## src/rtl/gate_sweep_ctrl_if.sv

```systemverilog
// rtl/gate_sweep_ctrl_if.sv - control, status and gate-under-test signals of the sweep sequencer
// Purpose: bundles every non-clock/reset signal of gate_sweep_ctrl.
// Signals:
//   start, abort        self-test logic -> sequencer
//   busy, done, pass    sequencer -> self-test logic
//   err_cnt, fail_vec   sequencer -> self-test logic
//   gate_in             sequencer -> gate under test
//   gate_out            gate under test -> sequencer
// Modports: slave = sequencer side, master = self-test / gate side.
interface gate_sweep_ctrl_if #(
    parameter int N_IN = 2
) ();
    logic            start;
    logic            abort;
    logic [N_IN-1:0] gate_in;
    logic            gate_out;
    logic            busy;
    logic            done;
    logic            pass;
    logic [N_IN:0]   err_cnt;
    logic [N_IN-1:0] fail_vec;

    modport slave (
        input  start, abort, gate_out,
        output gate_in, busy, done, pass, err_cnt, fail_vec
    );

    modport master (
        output start, abort, gate_out,
        input  gate_in, busy, done, pass, err_cnt, fail_vec
    );
endinterface

```

## src/rtl/gate_sweep_ctrl.sv

```systemverilog
// rtl/gate_sweep_ctrl.sv - exhaustive-test sequencer for a small combinational gate
// Purpose: drives every input vector 0..2^N_IN-1 in ascending order, holds each for
//   SETTLE cycles, then compares the gate output with the EXPECTED truth table.
//   Reports pass/fail, a mismatch count and the first failing vector.
// Ports:
//   clk   in  rising-edge clock
//   rst   in  synchronous active-high reset
//   bus   gate_sweep_ctrl_if.slave (start/abort in, gate_in/gate_out to the gate,
//         busy/done/pass/err_cnt/fail_vec status out); all outputs are registered.
module gate_sweep_ctrl #(
    parameter int                   N_IN     = 2,
    parameter logic [(1<<N_IN)-1:0] EXPECTED = 4'b0111,
    parameter int                   SETTLE   = 2
) (
    input  logic              clk,
    input  logic              rst,
    gate_sweep_ctrl_if.slave  bus
);
    localparam int CW = (SETTLE > 1) ? $clog2(SETTLE) : 1;

    localparam logic [1:0] S_IDLE   = 2'd0;
    localparam logic [1:0] S_APPLY  = 2'd1;
    localparam logic [1:0] S_CHECK  = 2'd2;
    localparam logic [1:0] S_FINISH = 2'd3;

    logic [1:0]      state_q,    state_d;
    logic [CW-1:0]   cnt_q,      cnt_d;
    logic [N_IN-1:0] gate_in_q,  gate_in_d;
    logic            busy_q,     busy_d;
    logic            done_q,     done_d;
    logic            pass_q,     pass_d;
    logic [N_IN:0]   err_cnt_q,  err_cnt_d;
    logic [N_IN-1:0] fail_vec_q, fail_vec_d;

    logic mismatch;
    assign mismatch = (bus.gate_out != EXPECTED[gate_in_q]);

    always_comb begin
        state_d    = state_q;
        cnt_d      = cnt_q;
        gate_in_d  = gate_in_q;
        busy_d     = busy_q;
        done_d     = 1'b0;
        pass_d     = pass_q;
        err_cnt_d  = err_cnt_q;
        fail_vec_d = fail_vec_q;

        case (state_q)
            S_IDLE: begin
                if (bus.start) begin
                    gate_in_d  = '0;
                    cnt_d      = '0;
                    err_cnt_d  = '0;
                    fail_vec_d = '0;
                    pass_d     = 1'b0;
                    busy_d     = 1'b1;
                    state_d    = S_APPLY;
                end
            end
            S_APPLY: begin
                if (bus.abort) begin
                    busy_d    = 1'b0;
                    gate_in_d = '0;
                    state_d   = S_IDLE;
                end else begin
                    cnt_d = cnt_q + CW'(1);
                    if (cnt_q == CW'(SETTLE - 1))
                        state_d = S_CHECK;
                end
            end
            S_CHECK: begin
                // Abort wins over the check: the vector being checked is not scored.
                if (bus.abort) begin
                    busy_d    = 1'b0;
                    gate_in_d = '0;
                    state_d   = S_IDLE;
                end else begin
                    if (mismatch) begin
                        err_cnt_d = err_cnt_q + (N_IN+1)'(1);
                        if (err_cnt_q == '0)
                            fail_vec_d = gate_in_q;
                    end
                    if (gate_in_q == {N_IN{1'b1}}) begin
                        // done/pass are registered here so they appear in the FINISH cycle
                        // and already include this last comparison.
                        done_d  = 1'b1;
                        pass_d  = (err_cnt_d == '0);
                        state_d = S_FINISH;
                    end else begin
                        gate_in_d = gate_in_q + N_IN'(1);
                        cnt_d     = '0;
                        state_d   = S_APPLY;
                    end
                end
            end
            default: begin
                busy_d    = 1'b0;
                gate_in_d = '0;
                state_d   = S_IDLE;
            end
        endcase
    end

    always_ff @(posedge clk) begin
        if (rst) begin
            state_q    <= S_IDLE;
            cnt_q      <= '0;
            gate_in_q  <= '0;
            busy_q     <= 1'b0;
            done_q     <= 1'b0;
            pass_q     <= 1'b0;
            err_cnt_q  <= '0;
            fail_vec_q <= '0;
        end else begin
            state_q    <= state_d;
            cnt_q      <= cnt_d;
            gate_in_q  <= gate_in_d;
            busy_q     <= busy_d;
            done_q     <= done_d;
            pass_q     <= pass_d;
            err_cnt_q  <= err_cnt_d;
            fail_vec_q <= fail_vec_d;
        end
    end

    assign bus.gate_in  = gate_in_q;
    assign bus.busy     = busy_q;
    assign bus.done     = done_q;
    assign bus.pass     = pass_q;
    assign bus.err_cnt  = err_cnt_q;
    assign bus.fail_vec = fail_vec_q;
endmodule

```

## src/flat_wrapper.sv

```systemverilog
// flat-port wrapper written by rule: the top's interface ports become plain ports
module gate_sweep_ctrl_flat 
#(
    parameter int                   N_IN     = 2,
    parameter logic [(1<<N_IN)-1:0] EXPECTED = 4'b0111,
    parameter int                   SETTLE   = 2
)
  (clk, rst, bus_start, bus_abort, bus_gate_out, bus_gate_in, bus_busy, bus_done, bus_pass, bus_err_cnt, bus_fail_vec);
  gate_sweep_ctrl_if #(.N_IN(N_IN)) bus_i ();
  input  logic clk;
  input  logic rst;
  input wire logic [$bits(bus_i.start)-1:0] bus_start;
  input wire logic [$bits(bus_i.abort)-1:0] bus_abort;
  input wire logic [$bits(bus_i.gate_out)-1:0] bus_gate_out;
  output wire logic [$bits(bus_i.gate_in)-1:0] bus_gate_in;
  output wire logic [$bits(bus_i.busy)-1:0] bus_busy;
  output wire logic [$bits(bus_i.done)-1:0] bus_done;
  output wire logic [$bits(bus_i.pass)-1:0] bus_pass;
  output wire logic [$bits(bus_i.err_cnt)-1:0] bus_err_cnt;
  output wire logic [$bits(bus_i.fail_vec)-1:0] bus_fail_vec;
  assign bus_i.start = bus_start;
  assign bus_i.abort = bus_abort;
  assign bus_i.gate_out = bus_gate_out;
  assign bus_gate_in = bus_i.gate_in;
  assign bus_busy = bus_i.busy;
  assign bus_done = bus_i.done;
  assign bus_pass = bus_i.pass;
  assign bus_err_cnt = bus_i.err_cnt;
  assign bus_fail_vec = bus_i.fail_vec;
  gate_sweep_ctrl #(.N_IN(N_IN), .EXPECTED(EXPECTED), .SETTLE(SETTLE)) u_core (.clk(clk), .rst(rst), .bus(bus_i));
endmodule
```

## config.mk

```make
export PLATFORM = sky130hd
export DESIGN_NAME = gate_sweep_ctrl_flat
export DESIGN_NICKNAME = d
export VERILOG_FILES = /design/src/rtl/gate_sweep_ctrl_if.sv /design/src/rtl/gate_sweep_ctrl.sv /design/src/flat_wrapper.sv
export SDC_FILE = /design/constraint.sdc
export NUM_CORES = 1
export LEC_CHECK = 0
export BUFFER_PORTS_ARGS = -buffer_cell sky130_fd_sc_hd__buf_4
export CORE_MARGIN = 10
export CORE_UTILIZATION = 45
export CTS_BUF_LIST = sky130_fd_sc_hd__clkbuf_2
export CTS_CLUSTER_DIAMETER = 100
export DETAILED_ROUTE_END_ITERATION = 8
export PLACE_DENSITY = 0.75
export SYNTH_ARGS = -nofsm -noshare
export SYNTH_HDL_FRONTEND = slang
export SYNTH_SLANG_ARGS = --single-unit
```

## constraint.sdc

```tcl
create_clock -name clk -period 2.1 [get_ports clk]
set_input_delay 0.315 -clock clk [delete_from_list [all_inputs] [get_ports clk]]
set_output_delay 0.315 -clock clk [all_outputs]
set_load 0.03 [all_outputs]
```

==> impl_metrics.tcl <==
set metrics [dict create \
    critPathMaxFanout 7 \
    irDropWorstVdd_mv 0.307 \
    numPortBuffers 14 \
    yosysTopAreaCell "dfxtp_1" \
    finalHoldViolations 0 \
    dp_hpwl_um 1420 \
    drt_iter0_drc 14 \
    drt-vias-per-instance 5.30 \
    stdcell_area_sq_um 997 \
    grt_max_degree 17 \
    grtUsageTotal_pct 9.56 \
    final_nets 133 \
    avgSynthCellArea_sq_um 8.39 \
    critical_path_class "reg2reg" \
    die_x_um 63.6 \
    cts_resized 0 \
    vias 752 \
    p_per_area_nw_per_um2 584 \
    area_delta_synth_final_pct 16.5 \
    rsz0062_at_grt "no" \
    core_area_sq_um 1760 \
    die_area_sq_um 4050 \
    route.detailed.drc 0 \
    slew_headroom_pct 76.2 \
    antenna_found_initial 0 \
    drtAntennaViolNets 0 \
    avgRoutedWirePerCell_um 12.9 \
    slew_viol_final 0 \
    cts_made_buffers 3 \
    clkTransAtPathRegs_ps 140 \
    fill_cells 186 \
    grt.overflow.total 0 \
    io_pins 15 \
    post_cts_buffers 0 \
    grt_pass1_wl_um 3190 \
    cp.required_ps 2330 \
    clock-root-buffer "clkbuf_2" \
    max_freq_mhz 534 \
    cp_data_arrival_time_ps 2110 \
    post-route-min-period_ps 1870 \
    first_global_vias 773 \
    syn_inst 102 \
    drive_gt1_share_pct 19.7 \
    finalWeightedCongestion 0.782 \
    whs_ps 297 \
    drt_wl_total_um 1830 \
    async_flop_share_pct 0 \
    p_leak_uw 0.000402 \
    firstDrtPassIters 4 \
    skew_ps 1.61 \
    maxCapViolations 0 \
    dpl-instance-area_sq_um 977 \
    cp-start-kind "flop" \
    yosys.area.top_type_share_pct 30.4 \
    synth_ff_type "dfxtp_1" \
    cts.sinks 13 \
    die_y_um 63.6 \
    synthesis.nets 117 \
    worstSkewPairLatency_ps 290 \
    synth_seq_area_share_pct 30.4 \
    htreeDepth 1 \
    end_kind "flop" \
    most-common-layout-cells "buf_4, dfxtp_1, a21oi_1, nand2_1, ha_1" \
    antenna_cells 0 \
    yosysWarnings 0 \
    dp_slack_ps 270 \
    min_period_over_period_pct 89.2 \
    cts.hold.buffers_added 0 \
    ys_ff_latch 13 \
    outcome "complete, no violations" \
    clockBufferDepth 2 \
    power_uw 582 \
    netlist_area_sq_um 856 \
    setup_violations 0 \
    start_util_pct 48.5 \
    final_common_cell "buf_4" \
    tritoncts "done" \
    tightestPinTransition_ps 348 \
    synth_area_leaders "dfxtp_1, ha_1, a21oi_1" \
    min_path_type "in2reg" \
    synth_edf_count 0 \
    tns_ps 0 \
    fin_ws_ps 227 \
    rows 15 \
    synthDistinctLibCells 34 \
]
==> registers in the layout, indices dropped and copies added (netlist names) <==
signal	count
u_core.bus.err_cnt	3
u_core.bus.fail_vec	2
u_core.bus.gate_in	2
u_core.state_q	2
u_core.bus.busy	1
u_core.bus.done	1
u_core.bus.pass	1
u_core.cnt_q	1
==> report_power, final <==
part	internal, uW	leakage [uW]	switching [uW]
logic	73.6	0.000281	106
registers	258	0.000105	10.2
clock network	43.1	0.0000164	91.8
==> critical path, cell delays in order (launching register included) <==
cell	delay, ps
dfxtp_1	430
inv_1	100
ha_1	260
or2b_1	300
o21ai_2	120
or4_1	480
a21oi_1	130
==> synthesized netlist by cell type (2+ instances only) <==
master / count
nor2_1: 4
nand2_1: 10
o21ai_0: 5
nor2b_1: 2
clkbuf_1: 2
nand4_1: 4
ha_1: 10
o41ai_1: 2
dfxtp_1: 13
nor3_1: 2
nand2b_1: 4
a31oi_1: 2
or4_1: 2
a21oi_1: 11
inv_1: 9
a211oi_1: 2
==> metal layers <==
layer	track usage, %	wire [um]	up-vias
met1	9.38	848	341
met3	3.00	70	5
met2	16.8	865	13
met4	6.28	44	0
met5	0	0	-
li1	-	-	393
==> final cells by class <==
| type | count | area (sq um) | area share [%] |
|---|---|---|---|
| inverters | 9 | 33.8 | 3.39 |
| multi-input cells | 77 | 547 | 54.8 |
| flip-flops and latches | 13 | 260 | 26.1 |
| well taps | 25 | 31.3 | 3.14 |
| clock buffers | 3 | 15.0 | 1.51 |
| repair buffers | 14 | 105 | 10.5 |
| clock inverters | 1 | 5.00 | 0.502 |
==> path summary, 6_finish.rpt <==
check | from | endpoint | slack [ps] | cells after the start
worst max register to register | u_core.state_q[0]$_SDFFE_PP0P_ | u_core.bus.err_cnt[2]$_SDFFE_PP0P_ | 230 | 6
worst max-delay path | u_core.state_q[0]$_SDFFE_PP0P_ | u_core.bus.err_cnt[2]$_SDFFE_PP0P_ | 230 | 6
worst min-delay path | rst | u_core.bus.err_cnt[2]$_SDFFE_PP0P_ | 300 | 2
worst min register to register | u_core.cnt_q$_SDFFE_PP0P_ | u_core.cnt_q$_SDFFE_PP0P_ | 480 | 2
==> stage by stage <==
stage / utilization [%] / cells
floorplan: - / 102
global placement: 55.4 / 138
detailed placement: 55.4 / 138
CTS: 56.5 / 142
global route: 56.5 / 142
finish: 56.5 / 142
==> cell families after synthesis <==
logic type | after synthesis | share of synthesized area, %
muxes | 1 | 1.17
xor gates and xnor gates | 2 | 2.92
DFF | 13 | 30.4
adders and majority gates | 10 | 14.6
and+or+nand+nor | 36 | 24.6
AOI/OAI and AO/OA | 28 | 20.6
buffers and inverters | 12 | 5.70
(Power assumes the default switching activity.)
